--- config.mk ---
export PLATFORM = sky130hd
export DESIGN_NAME = scan_decoder
export DESIGN_NICKNAME = d
export VERILOG_FILES = /design/src/rtl/scan_decoder.sv
export SDC_FILE = /design/constraint.sdc
export NUM_CORES = 1
export LEC_CHECK = 0
export ABC_AREA = 1
export CORE_MARGIN = 2
export CORE_UTILIZATION = 45
export CTS_CLUSTER_SIZE = 30
export DETAILED_ROUTE_END_ITERATION = 10
export PLACE_DENSITY = 0.76
export SLEW_MARGIN = 20
export SYNTH_ARGS = -nofsm -noshare
export SYNTH_HDL_FRONTEND = slang
export SYNTH_SLANG_ARGS = --single-unit
--- constraint.sdc ---
create_clock -name clk -period 3.05 [get_ports clk]
set_input_delay 0.915 -clock clk [delete_from_list [all_inputs] [get_ports clk]]
set_output_delay 0.915 -clock clk [all_outputs]
set_load 0.02 [all_outputs]
--- src/rtl/scan_decoder.sv ---
`default_nettype none
// ============================================================================
//  Module      : scan_decoder
//  Description : Registered SEL_W-to-2^SEL_W one-hot decoder with a built-in
//                prescaled up / down / ping-pong scan sequencer.
//  Revision    : 1.0 - initial release
// ============================================================================
module scan_decoder #(
    parameter int SEL_W = 5,
    parameter int DIV   = 4
) (
    input  logic                  clk,
    input  logic                  rst,
    input  logic                  en,
    input  logic [1:0]            mode,
    input  logic [SEL_W-1:0]      sel,
    input  logic [SEL_W-1:0]      limit,
    output logic [2**SEL_W-1:0]   out,
    output logic [SEL_W-1:0]      idx,
    output logic                  step,
    output logic                  wrap
);

    localparam int c_OUT_W = 2**SEL_W;
    localparam int c_CNT_W = (DIV > 1) ? $clog2(DIV) : 1;
    localparam logic [c_CNT_W-1:0] c_CNT_MAX = c_CNT_W'(DIV - 1);

    localparam logic [1:0] c_MODE_MAN    = 2'b00;
    localparam logic [1:0] c_MODE_UP     = 2'b01;
    localparam logic [1:0] c_MODE_DOWN   = 2'b10;
    localparam logic [1:0] c_MODE_BOUNCE = 2'b11;

    typedef enum logic [0:0] {
        DIR_UP   = 1'b0,
        DIR_DOWN = 1'b1
    } dir_t;

    logic [SEL_W-1:0]   r_idx;
    logic [c_OUT_W-1:0] r_out;
    logic               r_step;
    logic               r_wrap;
    logic [c_CNT_W-1:0] r_cnt;
    dir_t               r_dir;
    logic [1:0]         r_mode_q;

    logic [SEL_W-1:0]   w_idx_nxt;
    logic [c_OUT_W-1:0] w_out_nxt;
    logic               w_step_nxt;
    logic               w_wrap_nxt;
    logic [c_CNT_W-1:0] w_cnt_nxt;
    dir_t               w_dir_nxt;
    logic               w_mode_chg;
    logic               w_tick;
    logic [SEL_W-1:0]   w_idx_clamp;

    assign w_mode_chg  = (mode != r_mode_q);
    assign w_tick      = (r_cnt == c_CNT_MAX);
    assign w_idx_clamp = (r_idx < limit) ? r_idx : limit;

    always_comb begin
        w_idx_nxt  = r_idx;
        w_cnt_nxt  = r_cnt;
        w_dir_nxt  = r_dir;
        w_step_nxt = 1'b0;
        w_wrap_nxt = 1'b0;

        if (!en) begin
            w_cnt_nxt = '0;
        end else if (w_mode_chg) begin
            // A mode switch restarts the prescaler and never steps on that edge
            w_cnt_nxt = '0;
            case (mode)
                c_MODE_MAN:  w_idx_nxt = sel;
                c_MODE_DOWN: w_dir_nxt = DIR_DOWN;
                default:     w_dir_nxt = DIR_UP;
            endcase
        end else if (mode == c_MODE_MAN) begin
            w_idx_nxt = sel;
            w_cnt_nxt = '0;
        end else if (!w_tick) begin
            w_cnt_nxt = r_cnt + c_CNT_W'(1);
        end else begin
            w_cnt_nxt  = '0;
            w_step_nxt = 1'b1;
            case (mode)
                c_MODE_UP: begin
                    if (r_idx < limit) begin
                        w_idx_nxt = r_idx + SEL_W'(1);
                    end else begin
                        w_idx_nxt  = '0;
                        w_wrap_nxt = 1'b1;
                    end
                end
                c_MODE_DOWN: begin
                    if (r_idx == '0 || r_idx > limit) begin
                        w_idx_nxt  = limit;
                        w_wrap_nxt = 1'b1;
                    end else begin
                        w_idx_nxt = r_idx - SEL_W'(1);
                    end
                end
                c_MODE_BOUNCE: begin
                    if (r_dir == DIR_UP) begin
                        if (r_idx < limit) begin
                            w_idx_nxt = r_idx + SEL_W'(1);
                        end else begin
                            // Reverse without revisiting the end index
                            w_dir_nxt  = DIR_DOWN;
                            w_wrap_nxt = 1'b1;
                            w_idx_nxt  = (limit == '0) ? '0 : w_idx_clamp - SEL_W'(1);
                        end
                    end else begin
                        if (r_idx != '0) begin
                            w_idx_nxt = (r_idx > limit) ? limit : r_idx - SEL_W'(1);
                        end else begin
                            w_dir_nxt  = DIR_UP;
                            w_wrap_nxt = 1'b1;
                            w_idx_nxt  = (limit == '0) ? '0 : SEL_W'(1);
                        end
                    end
                end
                default: begin
                    w_idx_nxt = r_idx;
                end
            endcase
        end

        w_out_nxt = en ? (c_OUT_W'(1) << w_idx_nxt) : '0;
    end

    always_ff @(posedge clk) begin
        if (rst) begin
            r_idx    <= '0;
            r_out    <= '0;
            r_step   <= 1'b0;
            r_wrap   <= 1'b0;
            r_cnt    <= '0;
            r_dir    <= DIR_UP;
            r_mode_q <= c_MODE_MAN;
        end else begin
            r_idx    <= w_idx_nxt;
            r_out    <= w_out_nxt;
            r_step   <= w_step_nxt;
            r_wrap   <= w_wrap_nxt;
            r_cnt    <= w_cnt_nxt;
            r_dir    <= w_dir_nxt;
            r_mode_q <= mode;
        end
    end

    assign out  = r_out;
    assign idx  = r_idx;
    assign step = r_step;
    assign wrap = r_wrap;

endmodule
`default_nettype wire

Yosys cells after proc, flatten, opt, wreduce, memory -nomap -nowiden
Index checks and enable logic that the tools add are counted.
{"block": "totals", "latchBits": 0, "word_cells": 62, "ramBits": 0, "mem_count": 0, "input_bits": 15, "regBits": 44, "rom_bits": 0, "output_inout_bits": 39}
{"block": "op_classes", "n_lt_le_gt_ge": 2, "div_mod_pow": 0, "mux": 28, "multipliers": 0, "n_eq_ne": 5, "n_reduce_logical": 12, "n_bitwise": 3, "shift": 1, "n_addsub": 4}
{"operator": "$mux 5", "n": 13}
{"operator": "$shl 1x5->32 const A", "n": 1}
{"operator": "$pmux 5 s3", "n": 1}
{"operator": "$mux 1", "n": 12}
{"operator": "$logic_not 5->1", "n": 2}
{"operator": "$reduce_or 5->1", "n": 2}
{"operator": "$sub 5x1->5 const B", "n": 2}
{"operator": "$eq 2x2->1 const B", "n": 3}
{"operator": "$add 5x1->5 const B", "n": 1}
{"operator": "$gt 5x5->1", "n": 1}
{"operator": "$lt 5x5->1", "n": 1}
{"operator": "$reduce_bool 5->1", "n": 1}
{"operator": "$reduce_and 4->1", "n": 1}
{"operator": "$reduce_bool 2->1", "n": 2}
{"operator": "$reduce_or 4->1", "n": 1}
{"operator": "$not 1->1", "n": 3}
{"operator": "$pmux 1 s3", "n": 1}
{"operator": "$add 2x1->2 const B", "n": 1}
{"operator": "$eq 2x1->1 const B", "n": 1}
{"operator": "$logic_not 2->1", "n": 1}
{"operator": "$ne 2x2->1", "n": 1}
{"operator": "$pmux 1 s2", "n": 1}
{"operator": "$reduce_or 2->1", "n": 1}
{"operator": "$logic_or 1x1->1", "n": 1}

Depth between registers and ports, before layout
Gate-level depths: netlist of the first run.
{"block": "logic_depth", "word_depth": 12, "mapped_depth": 24, "mapped_depth_nobuf": 24}

Least setup slack after synthesis of the first run
OpenSTA, ideal clock, no wires.
{"block": "synth_path", "path_type": "input -> register", "from": "in limit[4]", "to": "reg r_out[10], in the netlist out[10]", "slack_ps": -113, "required_time_ps": 2986, "setup_ps": 64, "arrival_time_ps": 3098, "cell_stages": 22, "path_buffers": 0, "cell_sequence": "inv_1 > ha_1 > nand2_1 > inv_1 > nand2_1 > nand3_4 > nand2_1 > nand2_1 > ha_1 > inv_1 > nand2_1 > nand2_1 > o211ai_1 > nand2_1 > nand2_1 > nand2_1 > nand2_2 > a21oi_2 > nand2_1 > nor2_1 > nand3_1 > nor2_1"}
{"block": "synth_via", "elab_chain_len": 12, "elab_cells_between_ends": 20, "classes_between": "add/sub: 1; order compare: 2; shift: 1; mux: 14; reduce/logical: 2"}
{"item": "from (decl)", "line": "17", "text": "input logic [SEL_W-1:0] limit,"}
{"item": "$lt 5x5->1", "line": "58, 87, 104"}
{"item": "$mux 5", "line": "58", "text": "assign w_idx_clamp = (r_idx < limit) ? r_idx : limit;"}
{"item": "$sub 5x1->5", "line": "110", "text": "w_idx_nxt = (limit == '0) ? '0 : w_idx_clamp - SEL_W'(1);"}
{"item": "$mux 5", "line": "110"}
{"item": "$mux 5", "line": "104", "text": "if (r_idx < limit) begin"}
{"item": "$mux 5", "line": "103", "text": "if (r_dir == DIR_UP) begin"}
{"item": "$pmux 5 s3 (*)", "line": "85", "text": "case (mode)"}
{"item": "$mux 5 (*)", "line": "80", "text": "end else if (!w_tick) begin"}
{"item": "$mux 5 (*)", "line": "77", "text": "end else if (mode == c_MODE_MAN) begin"}
{"item": "$mux 5 (*)", "line": "69", "text": "end else if (w_mode_chg) begin"}
{"item": "$mux 5 (*)", "line": "67", "text": "if (!en) begin"}
{"item": "$shl 1x5->32 (*)", "line": "128", "text": "w_out_nxt = en ? (c_OUT_W'(1) << w_idx_nxt) : '0;"}
{"item": "to (signal assigned)", "line": "142", "text": "r_out <= w_out_nxt;"}
{"item": "to (decl)", "line": "39", "text": "logic [c_OUT_W-1:0] r_out;"}
Mark *: on every way between the ends. The rest lies on a longest branch, timed or not.
A chain may end at the register's enable or synchronous reset.

Worst setup path in the final report of the first run
{"block": "layout_path", "from": "in limit[4]", "to": "reg r_out[26], in the netlist out[26]"}
The elaborated chain is that of the path after synthesis.

==> qor.yml, run 1 <==
setup_path:
  crit_family: "simple AND/OR/NAND/NOR gates"
  worst_path_max_delay_cell: "a21oi_1"
  end_kind: "flop"
  arrival_ns: 3.26
  worstSetupStartpointType: "primary input"
  cpPeakStageDelay_ns: 0.45
  critPathMaxFanout: 4
  critPathRequiredTime_ns: 3.24
  cpMostUsedCell: "nand3_1"
  critical_path.cell_chain: "buf_8, inv_4, ha_4, a21oi_4, nand4_1, nand2_2, ha_4, nand3b_1, nand3_1, nand3_1, nand3_1, nand2_1, nand2_1, a21oi_1, nor2_4, nand3_2, nor2_2"
  path_class: "in -> reg"
  startpoint: "limit[4]"
  worst-path-buf-inv: 2
  worstReg2RegStart: "idx[2]"
outcome:
  outcome: "complete, but fails checks"
  failed_checks: "setup timing"
yosys:
  netlist_top_cells_area: "dfxtp_1 (37%), nor2_1 (12%), nand2_1 (11%)"
  syn_nets: 370
  async_reset_ff_share_pct: 0
  synth_top_area_cell: "dfxtp_1"
  synth_cell_types: 32
  ys.flop_type: "dfxtp_1"
  syn_area_per_cell_um2: 6.91
  synth-seq-cells: 44
  ys_seq_area_share_pct: 36.9
  synth_cells: 346
  synth_edf_count: 0
  synth_top_area_share_pct: 36.9
  yosysMostFrequentCell: "nor2_1"
  yosys-top-cells-count: "nor2_1 (77), nand2_1 (70), dfxtp_1 (44)"
  synth_area_um2: 2390
  yosysWarnings: 0
timing:
  slew_headroom_pct: 30.6
  hold_viol: 0
  period_minus_slack_ns: 3.07
  post-route-period-util_pct: 101
  tns_ns: -0.0368
  max_freq_mhz: 326
  rsz0062_at_grt: "true"
  setup_viol: 2
  fin_ws_ns: -0.0215
  worst-slew-pin-transition_ns: 1.04
  maxSlewViolCount: 0
  skew_ns: 0.0171
floorplanning:
  num_io_pins: 54
  dieArea_um2: 5910
  die_h_um: 76.9
  start_util_pct: 46.8
  die_w_um: 76.9
  rows: 26
  coreArea_um2: 5110
drt:
  vias_per_cell: 5.41
  vias: 2889
  drt_iter0_drc: 276
  avgRoutedWirePerCell_um: 16.8
  wirelength_um: 8970
  firstDrtPassIters: 5
  drc: 0
  ant_nets: 0
power_and_ir_drop:
  power.switching_w: 0.000557
  pwr-share-seq_pct: 36.1
  sw_frac_of_total_pct: 33.7
  p_leak_nw: 1.65
  powerDensity_nw_per_um2: 423
  clock_power_share_pct: 28.2
  ir_worst_vdd_uv: 360
  p_int_w: 0.00109
  pwr-share-comb_pct: 35.7
  total_power_w: 0.00165
finish:
  syn2layout_area_growth_pct: 63.3
  stdcell_count: 534
  final_area_um2: 3900
  nFillCells: 368
  seq_area_um2: 881
  drive_above_1_share_pct: 32.3
  diodes: 0
  nets: 487
  multi_input_area_um2: 1620
worst_hold_path:
  holdCritStartpoint: "r_cnt[0]"
  hp-class: "reg -> reg"
clocking:
  cts_max_path_buffers: 2
  cts.clk_slew.worst_paths_ns: 0.08
  cts_tree: "yes"
  numCtsBuffers: 5
  cts_root_buffer: "clkbuf_8"
  clock-sinks: 44
  htreeDepth: 2
  clk_latency_ns: 0.31
global_routing:
  antenna_found_initial: 0
  track_usage_pct: 28.2
  grt_pass1_vias: 2680
  grt_pass1_wl_um: 13300
  grt_max_degree: 17
  globalRoute.totalOverflow: 0
placement:
  place_hpwl_um: 6050
  port_buffers: 53
  gp_congestion: 0.972
  place_inst: 511
  dpl_cell_area_um2: 3350
job:
  drv_cap: 0
[through the flow]
stage                     hold WS [ns]  setup WS [ns]  utilization (%)
final                            0.440        -0.0215             76.4
after global routing             0.463         -0.198             76.4
after CTS                        0.444        -0.0465             69.9
after detailed placement         0.432         -0.804             65.7
after global placement           0.408         -0.739             65.7
after floorplan                  0.398        0.00515                -
[final cells by class]
cell class / count / area share [%]
flip-flops and latches: 44 / 22.6
repair buffers: 116 / 27.2
inverters: 36 / 3.66
clock buffers: 5 / 1.76
well taps: 70 / 2.24
multi-input cells: 260 / 41.4
clock inverters: 3 / 1.19
[flip-flops by register name, indices dropped and copies added, names as in the netlist]
signal    cells
idx           5
out          32
r_cnt         2
r_dir         1
r_mode_q      2
step          1
wrap          1
[worst paths after layout]
| kind | endpoint | depth (start not counted) | slack (ns) |
|---|---|---|---|
| worst min-delay path | r_cnt[0] | 1 | 0.44 |
| worst max register to register | out[26] | 17 | 0.33 |
| worst max-delay path | out[26] | 17 | -0.02 |
| worst min register to register | r_cnt[0] | 1 | 0.44 |
[metal layers]
layer | part of all wire (%) | global-route usage (%) | vias up
met1 | 42 | 35.2 | 1368
met2 | 50 | 51.4 | 136
met5 | 0 | 0 | -
met4 | 2.9 | 6.73 | 0
li1 | - | - | 1363
met3 | 5.4 | 3.29 | 22
[cells in the final DEF (no fill, tap or decap), drive strengths merged]
| cell type | netlist | layout |
|---|---|---|
| nand2 | 82 | 83 |
| nand4 | 9 | 9 |
| a221oi | 6 | 6 |
| clkdlybuf4s50 | 0 | 48 |
| a311oi | 1 | 1 |
| clkbuf | 2 | 6 |
| buf | 5 | 66 |
| dlygate4sd2 | 0 | 1 |
| o211ai | 5 | 5 |
| nand3b | 2 | 2 |
| o21bai | 1 | 1 |
| o21ai | 11 | 11 |
| nand3 | 32 | 32 |
| dfxtp | 44 | 44 |
| a31oi | 1 | 1 |
| and2 | 1 | 1 |
| xor2 | 2 | 2 |
| inv | 34 | 34 |
| o22ai | 1 | 1 |
| clkinvlp | 0 | 1 |
| ha | 9 | 9 |
| clkinv | 2 | 3 |
| xnor2 | 3 | 3 |
| bufinv | 0 | 1 |
| a21oi | 14 | 14 |
| nor3 | 1 | 1 |
| nor2 | 78 | 78 |
[power by group through the flow]
stage          clock, W  sequential (W)  combinational, W
5_1_grt        0.000490        0.000597          0.000633
3_3_place_gp          0        0.000608          0.000449
4_1_cts        0.000468        0.000596          0.000479
2_1_floorplan         0        0.000621          0.000250
3_5_place_dp          0        0.000608          0.000451
6_report       0.000465        0.000596          0.000590
[logic make-up after synthesis]
| group | after synthesis | share of synthesized area, % |
|---|---|---|
| compound gates | 40 | 10.5 |
| xor+xnor | 5 | 1.83 |
| simple gates | 205 | 38.0 |
| flops | 44 | 36.9 |
| fa+ha+maj | 9 | 4.71 |
| buf+inv | 43 | 8.06 |
[timing repair]
action	CTS	global route
hold buffers	0	0
resized for setup	28	72
buffers inserted	9	5
gates cloned	0	2
endpoints found under the setup margin	37	35
pin swaps	17	33
No activity file was read; power rests on OpenSTA's default activity.
==> run 2, diff against run 1 <==
CORE_MARGIN = not set   (was 2)
==> qor.yml, run 2 (same netlist as run 1, synthesis figures left out) <==
outcome:
  outcome: "finished, final reports clean"
setup_path:
  end_kind: "flop"
  startpoint: "limit[2]"
  cpPeakStageDelay_ns: 0.27
  cpMostUsedCell: "nand2_1"
  path_class: "in -> reg"
  crit_path_end: "out[18]"
  arrival_ns: 3.27
  reg2reg_depth: 20
  critPathRequiredTime_ns: 3.27
  critPathMaxFanout: 4
  worstSetupStartpointType: "primary input"
  worstReg2RegStart: "idx[4]"
  worst_path_max_delay_cell: "ha_4"
  reg2reg_slack_ns: 0.25
  critical_path.cell_chain: "buf_6, inv_4, ha_4, nand2_4, nor2_4, nand2_4, nand4_1, nand2_2, ha_4, inv_2, nand2_2, nand2_1, o211ai_1, nand2_1, nand2_1, nand2_1, nand2_2, a21oi_4, nand2_2, nor2_4, nand2_1, nor2_1"
  worstReg2RegEnd: "out[24]"
finish:
  multi_input_area_um2: 1640
  drive_above_1_share_pct: 33.5
  largest_reg_flops: 32
  nets: 488
  seq_area_um2: 881
  mostFrequentLayoutCell: "buf_4"
  diodes: 0
  layout_common_cells: "buf_4 (64), nor2_1 (62), clkdlybuf4s50_1 (48)"
  syn2layout_area_growth_pct: 63.5
  nFillCells: 360
  stdcell_count: 535
timing:
  fin_ws_ns: 0.000309
  hold_viol: 0
  slew_headroom_pct: 53.8
  setup_viol: 0
  rsz0062_at_grt: "true"
  post-route-period-util_pct: 100
  hold_slack_ns: 0.427
  period_minus_slack_ns: 3.05
  skew_ns: 0.0143
  worst-slew-pin-transition_ns: 0.694
  tns_ns: 0
  maxSlewViolCount: 0
  max_freq_mhz: 328
global_routing:
  globalRoute.totalOverflow: 0
  grt_max_degree: 17
  antenna_found_initial: 0
  track_usage_pct: 28.9
  grt_pass1_wl_um: 12100
  grt_pass1_vias: 2523
clocking:
  clk_latency_ns: 0.30
  cts.clk_slew.worst_paths_ns: 0.09
  htreeDepth: 2
  numCtsBuffers: 5
  cts_root_buffer: "clkbuf_8"
  cts_max_path_buffers: 2
  clock-sinks: 44
  cts_tree: "yes"
placement:
  post-place-ws_ns: -0.674
  place_hpwl_um: 5740
  place_inst: 505
  gp_congestion: 0.959
  port_buffers: 53
power_and_ir_drop:
  total_power_w: 0.00165
  pwr-share-seq_pct: 36.1
  powerDensity_nw_per_um2: 424
  clock_power_share_pct: 29.1
  sw_frac_of_total_pct: 33.4
  p_leak_nw: 1.63
  ir_worst_vdd_uv: 590
  p_int_w: 0.00110
  power.switching_w: 0.000553
  pwr-share-comb_pct: 34.8
job:
  drv_cap: 0
floorplanning:
  start_util_pct: 46.8
  dieArea_um2: 5610
  num_io_pins: 54
  coreArea_um2: 5110
  die_w_um: 74.9
  rows: 26
  die_h_um: 74.9
drt:
  drt_iter0_drc: 243
  vias_per_cell: 5.37
  avgRoutedWirePerCell_um: 16.6
  wirelength_um: 8890
  firstDrtPassIters: 5
  drc: 0
  ant_nets: 0
  vias: 2875
worst_hold_path:
  hp-class: "reg -> reg"
==> run 2: cell count changes in the layout (fill, tap and decap cells not counted), moves of 2 or more <==
cell and change:
inv_4 +2, nand2_2 +3, nor2_4 +2, nand2_1 -4, buf_12 -2, nor2_2 -3
buf_4 +6, nand3_2 +3, nand3_1 -3
==> run 2: how the worst min path moves through the flow <==
| stage | start | to | slack (ns) | cells after the start |
|---|---|---|---|---|
| after floorplan | r_cnt[0] | r_cnt[0] | 0.40 | 1 |
| after global placement | r_cnt[0] | r_cnt[0] | 0.41 | 1 |
| after detailed placement | r_cnt[0] | r_cnt[0] | 0.41 | 1 |
| after CTS | r_cnt[0] | r_cnt[0] | 0.43 | 1 |
| after global routing | r_cnt[0] | r_cnt[0] | 0.46 | 1 |
| final | r_cnt[0] | r_cnt[0] | 0.43 | 1 |
==> run 2: per-stage QoR <==
step | utilization [%] | instance area [um^2]
2_1_floorplan | - | 2410
3_3_place_gp | 64.5 | 3300
3_5_place_dp | 64.5 | 3300
4_1_cts | 70.0 | 3570
5_1_grt | 76.5 | 3910
6_report | 76.5 | 3910
==> run 2: layout make-up <==
type | count | area share, %
clock buffers | 6 | 2.11
clock inverters | 2 | 0.993
inverters | 36 | 3.65
multi-input cells | 259 | 42.1
flip-flops and latches | 44 | 22.5
well taps | 70 | 2.24
repair buffers | 118 | 26.4
==> run 2: power groups by stage <==
stage | clock (W) | sequential (W) | combinational (W)
2_1_floorplan | 0 | 0.000621 | 0.000250
3_3_place_gp | 0 | 0.000610 | 0.000423
3_5_place_dp | 0 | 0.000610 | 0.000424
4_1_cts | 0.000479 | 0.000598 | 0.000459
5_1_grt | 0.000506 | 0.000599 | 0.000612
6_report | 0.000481 | 0.000598 | 0.000575
==> run 2: worst max-delay path: cells and delay by family <==
family          cells  cell delay (ns)
buf+inv             3             0.16
simple gates       15             1.40
fa+ha+maj           2             0.51
compound gates      2             0.28
==> run 2: what timing repair did <==
action	CTS	global route
pin swaps	19	43
setup endpoints to repair	35	35
hold buffers	0	0
gates resized for setup	22	80
buffers inserted	15	8
==> run 2: routing by layer <==
| metal | vias up | track usage (%) | share of wire, % |
|---|---|---|---|
| met4 | 0 | 8.81 | 2.9 |
| li1 | 1364 | - | - |
| met2 | 162 | 48.9 | 49 |
| met1 | 1312 | 38.2 | 41 |
| met5 | - | 0 | 0 |
| met3 | 37 | 4.02 | 6.9 |
